File: src/rtl/seg7_display_reader.sv
// Rebuilds the hex value shown on a multiplexed seven-segment bus, one nibble per digit.
// Latency: pins constant from edge k are captured at edge k+STABLE_CYCLES+1; frame_valid lags by one more edge.
// No backpressure: purely observing; a digit must dwell STABLE_CYCLES+1 samples to be captured.
// Ports: clk/rst_n; s_a..s_g, dp, anode (display bus pins); clear (sync wipe);
//        value/dp_out/digit_valid (per-digit capture), frame_valid (all digits valid), pattern_err (bad glyph pulse).
module seg7_display_reader #(
    parameter int NUM_DIGITS    = 4,
    parameter int STABLE_CYCLES = 4,
    parameter int ACTIVE_LOW    = 1
) (
    input  logic                    clk,
    input  logic                    rst_n,
    input  logic                    s_a,
    input  logic                    s_b,
    input  logic                    s_c,
    input  logic                    s_d,
    input  logic                    s_e,
    input  logic                    s_f,
    input  logic                    s_g,
    input  logic                    dp,
    input  logic [NUM_DIGITS-1:0]   anode,
    input  logic                    clear,
    output logic [4*NUM_DIGITS-1:0] value,
    output logic [NUM_DIGITS-1:0]   dp_out,
    output logic [NUM_DIGITS-1:0]   digit_valid,
    output logic                    frame_valid,
    output logic                    pattern_err
);

    localparam int              CW       = $clog2(STABLE_CYCLES + 1);
    localparam int              SW       = NUM_DIGITS + 8;
    localparam logic            INV      = (ACTIVE_LOW != 0);
    localparam logic [CW-1:0]   CNT_MAX  = CW'(STABLE_CYCLES);
    localparam logic [CW-1:0]   CNT_ONE  = CW'(1);

    typedef enum logic [1:0] {IDLE, COUNT, HOLD} state_t;

    state_t                  state;
    logic [CW-1:0]           cnt;
    logic [6:0]              seg_q;
    logic                    dp_q;
    logic [NUM_DIGITS-1:0]   anode_q;
    logic [SW-1:0]           ref_q;

    logic [6:0]              seg_n;
    logic                    dp_n;
    logic [NUM_DIGITS-1:0]   anode_n;
    logic                    selected;
    logic [SW-1:0]           sample;
    logic [NUM_DIGITS-1:0]   ref_anode;
    logic                    ref_dp;
    logic [6:0]              ref_seg;
    logic                    glyph_ok;
    logic [3:0]              glyph_nib;

    // {g,f,e,d,c,b,a} active-high to {valid, nibble}
    function automatic logic [4:0] decode(input logic [6:0] s);
        logic [4:0] r;
        case (s)
            7'h3F: r = 5'h10;  7'h06: r = 5'h11;  7'h5B: r = 5'h12;  7'h4F: r = 5'h13;
            7'h66: r = 5'h14;  7'h6D: r = 5'h15;  7'h7D: r = 5'h16;  7'h07: r = 5'h17;
            7'h7F: r = 5'h18;  7'h6F: r = 5'h19;  7'h77: r = 5'h1A;  7'h7C: r = 5'h1B;
            7'h39: r = 5'h1C;  7'h5E: r = 5'h1D;  7'h79: r = 5'h1E;  7'h71: r = 5'h1F;
            default: r = 5'h00;
        endcase
        return r;
    endfunction

    // Everything downstream sees the registered, active-high copy of the pins.
    assign seg_n    = seg_q ^ {7{INV}};
    assign dp_n     = dp_q ^ INV;
    assign anode_n  = anode_q ^ {NUM_DIGITS{INV}};
    // Exactly one digit driven; zero or several anodes is treated as blanking.
    assign selected = (anode_n != '0) && ((anode_n & (anode_n - 1'b1)) == '0);
    assign sample   = {anode_n, dp_n, seg_n};

    assign {ref_anode, ref_dp, ref_seg} = ref_q;
    assign {glyph_ok, glyph_nib}        = decode(ref_seg);

    always_ff @(posedge clk or negedge rst_n) begin
        if (!rst_n) begin
            seg_q       <= '0;
            dp_q        <= 1'b0;
            anode_q     <= '0;
            ref_q       <= '0;
            cnt         <= '0;
            state       <= IDLE;
            value       <= '0;
            dp_out      <= '0;
            digit_valid <= '0;
            frame_valid <= 1'b0;
            pattern_err <= 1'b0;
        end else begin
            seg_q       <= {s_g, s_f, s_e, s_d, s_c, s_b, s_a};
            dp_q        <= dp;
            anode_q     <= anode;
            pattern_err <= 1'b0;
            frame_valid <= &digit_valid;

            if (clear) begin
                // Wins over any capture due on this edge.
                value       <= '0;
                dp_out      <= '0;
                digit_valid <= '0;
                frame_valid <= 1'b0;
                cnt         <= '0;
                state       <= IDLE;
            end else begin
                case (state)
                    IDLE: begin
                        if (selected) begin
                            ref_q <= sample;
                            cnt   <= CNT_ONE;
                            state <= COUNT;
                        end
                    end
                    COUNT: begin
                        if (sample == ref_q) begin
                            if (cnt == CNT_MAX) begin
                                // Dwell satisfied: commit once, then park in HOLD.
                                for (int i = 0; i < NUM_DIGITS; i++) begin
                                    if (ref_anode[i]) begin
                                        if (glyph_ok) begin
                                            value[4*i +: 4] <= glyph_nib;
                                            dp_out[i]       <= ref_dp;
                                            digit_valid[i]  <= 1'b1;
                                        end else begin
                                            digit_valid[i]  <= 1'b0;
                                        end
                                    end
                                end
                                pattern_err <= ~glyph_ok;
                                state       <= HOLD;
                            end else begin
                                cnt <= cnt + CNT_ONE;
                            end
                        end else if (selected) begin
                            ref_q <= sample;
                            cnt   <= CNT_ONE;
                        end else begin
                            state <= IDLE;
                        end
                    end
                    HOLD: begin
                        if (sample != ref_q) begin
                            if (selected) begin
                                ref_q <= sample;
                                cnt   <= CNT_ONE;
                                state <= COUNT;
                            end else begin
                                state <= IDLE;
                            end
                        end
                    end
                    default: state <= IDLE;
                endcase
            end
        end
    end

endmodule

File: config.mk
export PLATFORM = sky130hd
export DESIGN_NAME = seg7_display_reader
export DESIGN_NICKNAME = d
export VERILOG_FILES = /design/src/rtl/seg7_display_reader.sv
export SDC_FILE = /design/constraint.sdc
export NUM_CORES = 1
export LEC_CHECK = 0
export ABC_AREA = 1
export CAP_MARGIN = 20
export CORE_MARGIN = 8
export CORE_UTILIZATION = 50
export DETAILED_ROUTE_END_ITERATION = 16
export GPL_TIMING_DRIVEN = 0
export PLACE_DENSITY_LB_ADDON = 0.05
export SLEW_MARGIN = 20
export SYNTH_ARGS = -nofsm -noshare
export SYNTH_HDL_FRONTEND = slang
export SYNTH_SLANG_ARGS = --single-unit
File: constraint.sdc
create_clock -name clk -period 2.2 [get_ports clk]
set_input_delay 0.44 -clock clk [delete_from_list [all_inputs] [get_ports clk]]
set_output_delay 0.44 -clock clk [all_outputs]
set_load 0.05 [all_outputs]
==> flow_metrics.py, run 1 <==
metrics = {
    "die": {
        "start_util": 0.505,
        "fp-row-count": 28,
        "die_w_microns": 92.4,
        "coreArea_sq_um": 5780,
        "io_pins": 41,
        "die_area_sq_um": 8550,
        "die_h_microns": 92.4,
    },
    "global_route": {
        "grt_pass1_wl_microns": 11700,
        "antenna_found_initial": 0,
        "gr-usage-all-layers": 0.166,
        "grt_max_degree": 56,
        "grt-ovfl-total": 0,
        "grt_pass1_vias": 2442,
    },
    "layout": {
        "layoutNonFillerInstCount": 495,
        "final_common_cell": "nand2_1",
        "nNetsFinal": 436,
        "syn2layout_area_growth_pct": 21.4,
        "layout_common_cells": "150 x nand2_1, 55 x dfrtp_1, 39 x clkdlybuf4s50_1",
        "n_antenna_cell": 0,
        "drive_gt1_frac": 0.114,
        "final_cell_area_sq_um": 3550,
    },
    "place": {
        "dp_cells": 487,
        "io_buffer_count": 40,
        "placed_cell_area_sq_um": 3410,
        "place_hpwl_microns": 4990,
        "routabilityCongestion": 0.883,
    },
    "logic_synthesis": {
        "synth_cells": 372,
        "synth-seq-cells": 55,
        "synth.area.top_cells": "dfrtp_1 47%, nand2_1 19%, nor2_1 4.5%",
        "yosysUniqueCellTypes": 27,
        "avgSynthCellArea_sq_um": 7.85,
        "ys_warn_count": 0,
        "netlist_area_sq_um": 2920,
        "synth_top_cell_area_share": 0.471,
        "synth_largest_area_cell": "dfrtp_1",
        "seq_area_frac_synth": 0.471,
        "mappedNetlistNets": 389,
    },
    "clock_tree": {
        "postCtsResizedCells": 0,
        "htreeDepth": 2,
        "clock_path_buffers": 2,
        "cts_tree": "built",
        "cts_root_buf": "clkbuf_8",
        "insertion_delay_ns": 0.30,
        "clk_pin_slew_ns": 0.10,
        "hold_buffers": 0,
        "cts.sinks": 55,
        "numCtsBuffers": 5,
        "cts_setup_buffers": 0,
    },
    "power_and_ir_drop": {
        "p_int_uw": 1770,
        "power_frac_comb": 0.246,
        "peakVddDrop_v": 0.000473,
        "p_sw_frac": 0.324,
        "power.density_nw_per_um2": 738,
        "finalPower_uw": 2620,
        "p_leak_uw": 0.00182,
        "clkPwrFrac": 0.295,
        "power_frac_seq": 0.458,
        "p_sw_uw": 847,
    },
    "timing": {
        "fin_crit_sh": 0.902,
        "hold_viol": 0,
        "worst_slew_pin_slew_ns": 0.699,
        "maxSlewViolCount": 0,
        "fmax_mhz": 504,
        "finalSetupViolCount": 0,
        "relSlewSlack": 0.529,
        "clock_skew_ns": 0.00734,
        "fin_tns_setup_ns": 0,
        "rsz0062_at_grt": "false",
        "finalCriticalPeriod_ns": 1.98,
    },
    "worst_setup_path": {
        "criticalPathCategory": "flop to flop",
        "critPathLaunchType": "flop",
        "reg2reg_from": "anode_q[2]",
        "arrival_ns": 2.17,
        "ff2ff_path_depth": 6,
        "worst_ep_required_time_ns": 2.38,
        "cp_max_fo": 10,
        "crit_start": "anode_q[2]",
        "ff2ff_setup_slack_ns": 0.22,
        "worstReg2RegEnd": "ref_q[5]",
        "cp-end-kind": "flop",
    },
    "route": {
        "wire_per_inst_microns": 13.2,
        "first_pass_iters": 4,
        "drt-initial-drc-count": 77,
        "drcViolationCount": 0,
        "num_vias": 2438,
        "final_antenna_net_count": 0,
        "finalWirelength_microns": 6560,
        "viasPerCell": 4.93,
    },
    "outcome": {
        "outcome": "complete, no violations",
    },
    "min_path": {
        "worst_hold_path_type": "primary input to async pin",
    },
    "run": {
        "max_cap_viol_count": 0,
    },
}
-- flip-flops by register name, indices dropped and copies added, names as in the netlist --
signal and flops:
seg_q 7, frame_valid 1, value 16, dp_out 4, state 2, ref_q 12, pattern_err 1, cnt 3
digit_valid 4, anode_q 4, dp_q 1
-- synth_stat cells (all sizes together) --
| cell type | instances |
|---|---|
| a31oi | 3 |
| o21ai | 22 |
| xor2 | 5 |
| nor2 | 47 |
| dfrtp | 55 |
| nand4 | 9 |
| inv | 30 |
| ha | 2 |
| nand3 | 21 |
| buf | 6 |
| a21oi | 5 |
| nand2 | 161 |
| nor3 | 5 |
| clkinv | 1 |
-- per-layer routing --
| metal | routed length [microns] | global-route usage | up-vias |
|---|---|---|---|
| met4 | 61 | 0.0470 | 0 |
| met1 | 3130 | 0.214 | 1110 |
| met5 | 0 | 0 | - |
| met2 | 3000 | 0.269 | 55 |
| li1 | - | - | 1267 |
| met3 | 369 | 0.0445 | 6 |
-- area by class of cell --
cell class,count,area (sq um)
plain buffers,6,53.8
clock buffers,6,72.6
clock inverters,2,60.1
fillers,520,2230
inverters,31,116
multi-input cells,280,1380
flip-flops and latches,55,1380
well taps,75,93.8
repair buffers,40,398
-- critical path, cell delays in order (launching register included) --
cell and delay, ns:
dfrtp_1 0.44, xor2_1 0.17, o21ai_0 0.56, nor2_1 0.16, o21ai_4 0.16, buf_2 0.26, o21ai_0 0.11
-- metrics by stage --
stage	setup WS, ns	util	hold WS, ns
6_report	0.216	0.613	0.167
5_1_grt	0.0703	0.613	0.236
4_1_cts	0.202	0.613	0.195
3_5_place_dp	-0.0549	0.590	0.458
3_3_place_gp	-0.955	0.591	0.454
2_1_floorplan	0.618	-	0.144
-- worst max-delay path by stage --
| stage | endpoint | slack [ns] | cells past startpoint |
|---|---|---|---|
| floorplan | dp_out[1] | 0.62 | 13 |
| global placement | ref_q[9] | -0.95 | 1 |
| detailed placement | value[5] | -0.05 | 7 |
| CTS | digit_valid[3] | 0.20 | 1 |
| global route | ref_q[6] | 0.07 | 6 |
| finish | ref_q[5] | 0.22 | 6 |
-- power groups by stage --
stage               sequential (uW)  clock [uW]  combinational (uW)
finish                         1200         773                 644
global route                   1210         841                 718
CTS                            1200         801                 651
detailed placement             1220           0                 648
global placement               1210           0                 641
floorplan                      1290           0                 367
-- kinds of logic (layout without fill, tap and decap cells) --
| kind of cell | after synthesis | in the layout | synth area share |
|---|---|---|---|
| buffers and inverters | 37 | 85 | 0.0582 |
| adder cells (fa/ha/maj) | 2 | 2 | 0.00856 |
| AO/OA/AOI/OAI | 30 | 30 | 0.0578 |
| flip-flops | 55 | 55 | 0.471 |
| XOR/XNOR | 5 | 5 | 0.0150 |
| AND/OR/NAND/NOR | 243 | 243 | 0.389 |
(Power assumes the default switching activity.)
==> inputs of run 2 (changes only) <==
--- a/config.mk
+++ b/config.mk
@@ -9,7 +9,10 @@
 export CAP_MARGIN = 20
 export CORE_MARGIN = 8
 export CORE_UTILIZATION = 50
+export CTS_BUF_LIST = sky130_fd_sc_hd__clkbuf_8
+export CTS_CLUSTER_SIZE = 30
 export DETAILED_ROUTE_END_ITERATION = 16
+export GPL_ROUTABILITY_DRIVEN = 0
 export GPL_TIMING_DRIVEN = 0
 export PLACE_DENSITY_LB_ADDON = 0.05
 export SLEW_MARGIN = 20
==> run 2 against run 1 <==
Compared with the run above: clock skew is 0.0010 ns higher; flip-flop and latch count unchanged; count of clock-buffer cells in the layout up 1; via count up 0.82%; first-iteration DRC count increased by 53%.
==> flow_metrics.py, run 2 (synthesis results as in run 1) <==
metrics = {
    "power_and_ir_drop": {
        "p_sw_uw": 839,
        "peakVddDrop_v": 0.000447,
        "p_sw_frac": 0.344,
        "p_leak_uw": 0.00181,
        "power_frac_seq": 0.491,
        "finalPower_uw": 2440,
        "clkPwrFrac": 0.246,
        "power.density_nw_per_um2": 694,
        "power_frac_comb": 0.263,
        "p_int_uw": 1600,
    },
    "outcome": {
        "outcome": "complete, no violations",
    },
    "clock_tree": {
        "htreeDepth": 2,
        "clock_path_buffers": 2,
        "numCtsBuffers": 5,
        "cts_setup_buffers": 0,
        "cts_root_buf": "clkbuf_8",
        "cts_tree": "built",
        "hold_buffers": 0,
        "cts.sinks": 55,
        "clk_pin_slew_ns": 0.10,
        "insertion_delay_ns": 0.31,
        "postCtsResizedCells": 0,
    },
    "route": {
        "drt-initial-drc-count": 118,
        "drcViolationCount": 0,
        "final_antenna_net_count": 0,
        "viasPerCell": 4.97,
        "wire_per_inst_microns": 12.7,
        "finalWirelength_microns": 6300,
        "first_pass_iters": 4,
        "num_vias": 2458,
    },
    "global_route": {
        "gr-usage-all-layers": 0.157,
        "grt_max_degree": 56,
        "grt-ovfl-total": 0,
        "antenna_found_initial": 0,
        "grt_pass1_vias": 2419,
        "grt_pass1_wl_microns": 11100,
    },
    "die": {
        "start_util": 0.505,
        "die_area_sq_um": 8550,
        "die_w_microns": 92.4,
        "die_h_microns": 92.4,
        "coreArea_sq_um": 5780,
        "fp-row-count": 28,
        "io_pins": 41,
    },
    "timing": {
        "finalCriticalPeriod_ns": 1.96,
        "fmax_mhz": 509,
        "clock_skew_ns": 0.00837,
        "hold_viol": 0,
        "fin_crit_sh": 0.892,
        "rsz0062_at_grt": "false",
        "worst_slew_pin_slew_ns": 0.690,
        "maxSlewViolCount": 0,
        "relSlewSlack": 0.535,
        "finalSetupViolCount": 0,
        "fin_tns_setup_ns": 0,
    },
    "layout": {
        "regMostFlops": "value",
        "fillCellCount": 551,
        "reg_top3": "value x16, ref_q x12, seg_q x7",
        "layout_common_cells": "150 x nand2_1, 55 x dfrtp_1, 39 x clkdlybuf4s50_1",
        "largest_reg_flops": 16,
        "n_antenna_cell": 0,
        "syn2layout_area_growth_pct": 20.3,
        "drive_gt1_frac": 0.114,
        "final_common_cell": "nand2_1",
        "final_cell_area_sq_um": 3510,
        "nNetsFinal": 436,
    },
    "worst_setup_path": {
        "worst_ep_required_time_ns": 1.76,
        "cp_top_family": "buffers and inverters",
        "criticalPathCategory": "flop to output pin",
        "cp-end-kind": "output pin",
        "critical-path-slowest-cell": "clkdlybuf4s50_1",
        "max_stage_delay_ns": 0.82,
        "critPathLaunchType": "flop",
        "ff2ff_setup_slack_ns": 0.24,
        "crit_chain": "clkdlybuf4s50_1",
        "cp_max_fo": 3,
        "arrival_ns": 1.52,
        "critPathBufInv": 1,
    },
    "place": {
        "io_buffer_count": 40,
        "place_hpwl_microns": 4870,
        "placed_cell_area_sq_um": 3410,
    },
    "run": {
        "max_cap_viol_count": 0,
    },
    "min_path": {
        "worst_hold_path_type": "primary input to async pin",
    },
}
run 2: path summary, 6_finish.rpt:
| path | startpoint | endpoint | cells past startpoint |
|---|---|---|---|
| setup / recovery | digit_valid[3] | digit_valid[3] | 1 |
| hold / removal | rst_n | value[8] | 1 |
| setup reg to reg | anode_q[2] | ref_q[3] | 6 |
| hold reg to reg | value[8] | value[8] | 2 |
| max in group asynchronous | rst_n | seg_q[4] | 1 |
| min in group clk | value[8] | value[8] | 2 |
run 2: cell type report:
type,instances,area (sq um),area share
inverter,31,116,0.0331
tap,75,93.8,0.0267
clock inverter,1,3.75,0.00107
clock buffer,7,96.3,0.0274
multi-input combinational,280,1380,0.391
sequential,55,1380,0.392
buffer,6,53.8,0.0153
timing repair buffer,40,398,0.113
run 2: power groups by stage:
stage	combinational [uW]	clock [uW]	sequential [uW]
final	640	600	1200
after CTS	648	621	1190
after detailed placement	646	0	1210
after global placement	635	0	1210
after global routing	719	651	1210
after floorplan	367	0	1290
run 2: through the flow:
step                      setup WS (ns)  instances   util  hold WS, ns
after CTS                         0.234        495  0.608        0.199
final                             0.237        495  0.608        0.167
after floorplan                   0.618        372      -        0.144
after global routing             0.0586        495  0.608        0.229
after global placement           -0.957        487  0.591        0.457
after detailed placement        -0.0355        487  0.590        0.458
run 2: routing by layer:
layer,track usage,share of wire,vias up
met3,0.0316,0.056,6
li1,-,-,1269
met1,0.201,0.46,1130
met5,0,0,-
met4,0.0443,0.011,0
met2,0.262,0.47,53
